File: src/rtl/bfly_rq.sv
// Requantizer for butterfly-twiddle products: <6.13> -> <4.6> with round-half-up and
// saturation, behind a main + skid register pair, with saturation statistics.
module bfly_rq #(
  parameter int BFLY  = 10,
  parameter int TW    = 9,
  parameter int WIDTH = BFLY + TW,
  parameter int N     = 16
) (
  input  logic                 clk,
  input  logic                 rstn,
  input  logic                 in_valid,
  output logic                 in_ready,
  input  logic [N*WIDTH-1:0]   in_re,
  input  logic [N*WIDTH-1:0]   in_im,
  output logic                 out_valid,
  input  logic                 out_ready,
  output logic [N*BFLY-1:0]    out_re,
  output logic [N*BFLY-1:0]    out_im,
  input  logic                 sat_clr,
  output logic                 sat_flag,
  output logic [15:0]          sat_cnt
);

  // state | meaning
  // EMPTY | main and skid empty
  // ONE   | main holds a vector, skid empty
  // TWO   | main and skid both hold a vector, in_ready low
  localparam logic [1:0] ST_EMPTY = 2'b00;
  localparam logic [1:0] ST_ONE   = 2'b10;
  localparam logic [1:0] ST_TWO   = 2'b11;

  localparam int FRAC = TW - 2;
  localparam int RW   = WIDTH + 1 - FRAC;
  localparam int VW   = N * BFLY;
  localparam logic signed [WIDTH:0] HALF = (WIDTH + 1)'(1 << (FRAC - 1));
  localparam logic signed [RW-1:0]  MAXV = RW'((1 << (BFLY - 1)) - 1);
  localparam logic signed [RW-1:0]  MINV = RW'(-(1 << (BFLY - 1)));

  // Returns {saturated, value}; the extra sign bit keeps the +HALF from overflowing.
  function automatic logic [BFLY:0] rq_lane(input logic [WIDTH-1:0] x);
    logic signed [WIDTH:0] s;
    logic signed [RW-1:0]  r;
    s = $signed({x[WIDTH-1], x}) + HALF;
    r = RW'(s >>> FRAC);
    if (r > MAXV)      rq_lane = {1'b1, MAXV[BFLY-1:0]};
    else if (r < MINV) rq_lane = {1'b1, MINV[BFLY-1:0]};
    else               rq_lane = {1'b0, r[BFLY-1:0]};
  endfunction

  logic            main_valid_q, main_valid_d;
  logic            skid_valid_q, skid_valid_d;
  logic [VW-1:0]   main_re_q, main_re_d, main_im_q, main_im_d;
  logic [VW-1:0]   skid_re_q, skid_re_d, skid_im_q, skid_im_d;
  logic            sat_flag_q, sat_flag_d;
  logic [15:0]     sat_cnt_q, sat_cnt_d;

  logic [VW-1:0]   rq_re, rq_im;
  logic            any_sat;
  logic            accept, xfer;
  logic [1:0]      state;
  logic [BFLY:0]   lane_re, lane_im;

  always_comb begin
    rq_re   = '0;
    rq_im   = '0;
    any_sat = 1'b0;
    lane_re = '0;
    lane_im = '0;
    for (int i = 0; i < N; i++) begin
      lane_re = rq_lane(in_re[i*WIDTH +: WIDTH]);
      lane_im = rq_lane(in_im[i*WIDTH +: WIDTH]);
      rq_re[i*BFLY +: BFLY] = lane_re[BFLY-1:0];
      rq_im[i*BFLY +: BFLY] = lane_im[BFLY-1:0];
      any_sat = any_sat | lane_re[BFLY] | lane_im[BFLY];
    end
  end

  assign accept = in_valid && !skid_valid_q;
  assign xfer   = main_valid_q && out_ready;
  assign state  = {main_valid_q, skid_valid_q};

  always_comb begin
    main_valid_d = main_valid_q;
    skid_valid_d = skid_valid_q;
    main_re_d    = main_re_q;
    main_im_d    = main_im_q;
    skid_re_d    = skid_re_q;
    skid_im_d    = skid_im_q;
    case (state)
      ST_EMPTY: begin
        if (accept) begin
          main_valid_d = 1'b1;
          main_re_d    = rq_re;
          main_im_d    = rq_im;
        end
      end
      ST_ONE: begin
        if (accept && xfer) begin
          main_re_d = rq_re;
          main_im_d = rq_im;
        end else if (accept) begin
          skid_valid_d = 1'b1;
          skid_re_d    = rq_re;
          skid_im_d    = rq_im;
        end else if (xfer) begin
          main_valid_d = 1'b0;
        end
      end
      ST_TWO: begin
        if (xfer) begin
          skid_valid_d = 1'b0;
          main_re_d    = skid_re_q;
          main_im_d    = skid_im_q;
        end
      end
      default: begin
        main_valid_d = 1'b0;
        skid_valid_d = 1'b0;
      end
    endcase
  end

  // Clear wins over a same-cycle saturating accept.
  always_comb begin
    sat_flag_d = sat_flag_q;
    sat_cnt_d  = sat_cnt_q;
    if (sat_clr) begin
      sat_flag_d = 1'b0;
      sat_cnt_d  = '0;
    end else if (accept && any_sat) begin
      sat_flag_d = 1'b1;
      if (sat_cnt_q != 16'hFFFF) sat_cnt_d = sat_cnt_q + 16'd1;
    end
  end

  always_ff @(posedge clk or negedge rstn) begin
    if (!rstn) begin
      main_valid_q <= 1'b0;
      skid_valid_q <= 1'b0;
      main_re_q    <= '0;
      main_im_q    <= '0;
      skid_re_q    <= '0;
      skid_im_q    <= '0;
      sat_flag_q   <= 1'b0;
      sat_cnt_q    <= '0;
    end else begin
      main_valid_q <= main_valid_d;
      skid_valid_q <= skid_valid_d;
      main_re_q    <= main_re_d;
      main_im_q    <= main_im_d;
      skid_re_q    <= skid_re_d;
      skid_im_q    <= skid_im_d;
      sat_flag_q   <= sat_flag_d;
      sat_cnt_q    <= sat_cnt_d;
    end
  end

  assign in_ready  = !skid_valid_q;
  assign out_valid = main_valid_q;
  assign out_re    = main_re_q;
  assign out_im    = main_im_q;
  assign sat_flag  = sat_flag_q;
  assign sat_cnt   = sat_cnt_q;

endmodule
File: config.mk
export PLATFORM = sky130hd
export DESIGN_NAME = bfly_rq
export DESIGN_NICKNAME = d
export VERILOG_FILES = /design/src/rtl/bfly_rq.sv
export SDC_FILE = /design/constraint.sdc
export NUM_CORES = 2
export LEC_CHECK = 0
export ABC_AREA = 1
export BUFFER_PORTS_ARGS = -buffer_cell sky130_fd_sc_hd__buf_2
export CORE_MARGIN = 5
export CORE_UTILIZATION = 25
export CTS_BUF_LIST = sky130_fd_sc_hd__clkbuf_8
export DETAILED_ROUTE_END_ITERATION = 10
export PLACE_DENSITY = 0.4
export SETUP_SLACK_MARGIN = 0.2
export SLEW_MARGIN = 20
export SYNTH_ARGS = -nofsm -noshare
export SYNTH_HDL_FRONTEND = slang
export SYNTH_SLANG_ARGS = --single-unit
File: constraint.sdc
create_clock -name clk -period 2.1 [get_ports clk]
set_input_delay 0.105 -clock clk [delete_from_list [all_inputs] [get_ports clk]]
set_output_delay 0.105 -clock clk [all_outputs]
set_load 0.01 [all_outputs]
==> impl_metrics.py <==
metrics = {
    "setup_path": {
        "cp-end-kind": "flop",
        "cp-start-kind": "input pin",
        "r2r-start": "skid_valid_q",
        "path_cells": "dlygate4sd3_1, buf_2, buf_4, buf_4, a41oi_4, inv_1, nand2_2, nand2_1, nor2_1, buf_4, nand3_2, nor2_2, nand2_2, nand3_4, buf_2, nand3_1, nand2_1",
        "critical_path_class": "in2reg",
        "crit_arrival_ns": 2.71,
        "r2r_end": "out_re[81]",
        "cp_common_cell": "buf_4",
        "reg2reg_depth": 10,
        "required_ns": 2.87,
        "critPathMaxStageDelay_ns": 0.53,
        "worstPathMaxFanout": 6,
        "r2r_setup_slack_ns": 0.27,
        "crit_family": "buffers and inverters",
        "critPathSlowestCell": "dlygate4sd3_1",
        "crit_buf_inv": 7,
    },
    "cts": {
        "cts_root_buf": "clkbuf_8",
        "clock_sinks": 659,
        "cts_tree": "built",
        "insertion_delay_ns": 0.86,
        "clockBufferDepth": 3,
        "cts_made_buffers": 136,
        "h-tree-depth": 4,
        "path_clk_slew_ns": 0.05,
    },
    "hold_path": {
        "min_to": "skid_re_q[129]",
        "whs_path_depth": 6,
        "hp-start": "in_re[243]",
        "hold_class": "in2reg",
    },
    "layout": {
        "fillers": 16420,
        "seq_area_um2": 16490,
        "nets": 8246,
        "multi_input_area_um2": 20130,
        "drive_gt1_share_pct": 27.88,
        "area.growth.synth_to_final_pct": 58.03,
    },
    "global_routing": {
        "grt_max_degree": 87,
        "grt_pass1_wl_mm": 256.5,
        "antenna_found_initial": 48,
        "grt.overflow.total": 0,
        "grt_pass1_vias": 43650,
        "grt_usage_pct": 20.16,
    },
    "pwr": {
        "p_leak_nw": 30.84,
        "peakVddDrop_mv": 0.4620,
        "power_density_nw_per_um2": 770.8,
        "power.total_mw": 47.51,
    },
    "detailed_routing": {
        "via_per_inst": 4.463,
        "wire_per_inst_um": 17.51,
        "postRouteAntennaNets": 0,
        "wl_mm": 171.1,
        "first_pass_iters": 7,
        "drc": 0,
        "vias": 43610,
        "drtIter0Drc": 2425,
    },
    "timing": {
        "relSlewSlack_pct": 52.49,
        "max_freq_mhz": 514.9,
        "rsz0062_at_grt": "yes",
        "slew_viol_final": 0,
        "setup_viol": 0,
        "fin_setup_tns_ns": 0,
        "clock_skew_ns": 0.06124,
        "worst_pin_slew_ns": 0.7052,
        "worst_slack_ns": 0.1579,
        "hold_violations": 0,
        "fin_crit_sh_pct": 92.48,
        "min_period_ns": 1.942,
    },
    "synth": {
        "synth-xor-area-share_pct": 5.883,
        "syn_area_um2": 39010,
        "ys_seq_area_share_pct": 42.28,
        "synth-main-ff-cell": "dfrtp_1",
        "synth-adder-area-share_pct": 1.123,
        "synth_mux_area_share_pct": 0,
        "synth.distinct_cells": 48,
        "synth_cells": 5458,
        "yosysWarnings": 0,
        "ys_async_sr_fraction_pct": 100.0,
        "synth-simple-area-share_pct": 26.83,
        "syn_avg_cell_area_um2": 7.147,
        "synth-compound-area-share_pct": 16.17,
        "syn-num-nets": 6106,
        "synth_top_family_by_area": "simple AND/OR/NAND/NOR gates",
        "ys_seq_elements": 659,
        "synth_edf_count": 0,
    },
    "floorplanning": {
        "core_area_um2": 155700,
        "die_x_um": 405.0,
        "initial_core_util_pct": 25.06,
        "fp-row-count": 145,
        "die-area_um2": 164000,
        "die_h_um": 405.0,
        "num_io_pins": 952,
    },
    "flow_run": {
        "drv_cap": 0,
    },
    "place": {
        "numPortBuffers": 759,
        "routabilityCongestion": 0.8587,
        "dp_hpwl_mm": 125.2,
        "pre_cts_ws_ns": -0.8424,
    },
    "outcome": {
        "status": "finished, final reports clean",
    },
}
==> report_power, final <==
part / switching, mW / internal, mW
sequential: 1.93 / 16.2
clock: 6.41 / 8.07
combinational: 8.66 / 6.25
==> registers in the layout, summed over array words and instances, names as in the netlist <==
| register | flops |
|---|---|
| out_re | 160 |
| skid_re_q | 160 |
| out_im | 160 |
| out_valid | 1 |
| skid_valid_q | 1 |
| sat_flag | 1 |
| skid_im_q | 160 |
| sat_cnt | 16 |
==> Yosys cell counts, types with 2 or more instances <==
master / instances / area share (%)
ha_1: 35 / 1.1
a21oi_1: 344 / 4.4
nor3_1: 43 / 0.55
nand3b_1: 10 / 0.19
nor2_4: 12 / 0.35
o31ai_1: 7 / 0.13
xor2_1: 180 / 4.0
o21a_1: 2 / 0.038
nand3b_4: 2 / 0.10
xnor2_1: 82 / 1.8
buf_4: 2 / 0.038
and3_1: 5 / 0.080
buf_2: 4 / 0.051
nor2_1: 285 / 2.7
nand2_2: 35 / 0.56
inv_2: 22 / 0.21
a21oi_2: 3 / 0.067
o21ai_1: 6 / 0.077
nand4_1: 100 / 1.6
o21ai_0: 850 / 11
buf_1: 20 / 0.19
inv_1: 534 / 5.1
dfrtp_1: 659 / 42
nand3_1: 207 / 2.7
nand2_4: 5 / 0.14
a31oi_1: 17 / 0.27
o211ai_1: 2 / 0.038
nor3_2: 6 / 0.15
or2_2: 7 / 0.11
nand2_1: 1665 / 16
clkinv_1: 8 / 0.077
o21bai_1: 7 / 0.13
clkbuf_1: 205 / 2.0
nand4_2: 2 / 0.064
nor2_2: 58 / 0.93
nand3_2: 14 / 0.36
nor3b_1: 2 / 0.038
==> metrics by stage <==
step	cells	utilization (%)	hold WS, ns	cell area, µm²
after CTS	9737	39.05	0.002023	60780
final	9772	39.60	0.04742	61640
after global routing	9765	39.59	0.02107	61630
after global placement	8894	33.24	0.07628	51740
after floorplan	5458	-	-0.1906	39190
after detailed placement	8894	33.24	0.07389	51740
==> cell usage in the layout (no fill, tap or decap), drive strengths merged, types with 180 or more instances in the layout <==
cell type / instances
clkbuf: 183
xor2: 180
nand2: 1706
nor2: 355
o21ai: 857
dlygate4sd3: 570
inv: 610
nand3: 222
a21oi: 347
buf: 1637
dfrtp: 659
==> routing by layer <==
layer	vias to the layer above	GRT usage, %	wire (µm)
met5	-	0	215
met1	20380	26.01	76050
met3	253	5.981	12410
met2	1014	32.67	77800
met4	32	5.970	4585
li1	21930	-	-
==> layout make-up <==
type | count | share of cell area, %
inverters | 564 | 3.501
repair inverters | 3 | 0.04262
well taps | 2058 | 4.177
flip-flops and latches | 659 | 26.75
clock buffers | 176 | 3.930
multi-input cells | 4003 | 32.65
clock inverters | 64 | 0.7490
diodes | 14 | 0.05683
repair buffers | 2231 | 28.14
==> worst max-delay path by stage <==
| stage | from | slack, ns | cells after the start | end |
|---|---|---|---|---|
| CTS | skid_valid_q | 0.20 | 9 | out_im[145] |
| floorplan | in_re[272] | 0.20 | 19 | sat_cnt[6] |
| detailed placement | in_im[6] | -0.84 | 19 | sat_cnt[7] |
| finish | in_re[109] | 0.16 | 17 | sat_cnt[9] |
| global placement | in_im[6] | -0.85 | 19 | sat_cnt[3] |
| global route | in_im[148] | 0.09 | 21 | sat_cnt[6] |
==> worst reg2reg max path, cell delays in order, from the launching register on <==
cell     delay [ns]
dfrtp_1        0.42
nor2_2         0.14
inv_2          0.07
a21oi_4        0.24
buf_12         0.16
inv_6          0.07
buf_12         0.21
a21oi_1        0.21
o21ai_1        0.08
buf_4          0.15
nand2_1        0.05
==> cells by family after synthesis <==
group,Yosys count
simple gates,2463
compound gates,1242
buf+inv,797
flops,659
xor+xnor,262
fa+ha+maj,35
==> what timing repair did <==
action / 4_1_cts / 5_1_grt
hold buffers: 595 / 4
setup buffers: 4 / 19
pin swaps: 2 / 58
setup endpoints to repair: 105 / 240
gates resized for setup: 17 / 211
cloned: 4 / 10
endpoints found under the hold margin: 1275 / 7
(Power assumes the default switching activity.)
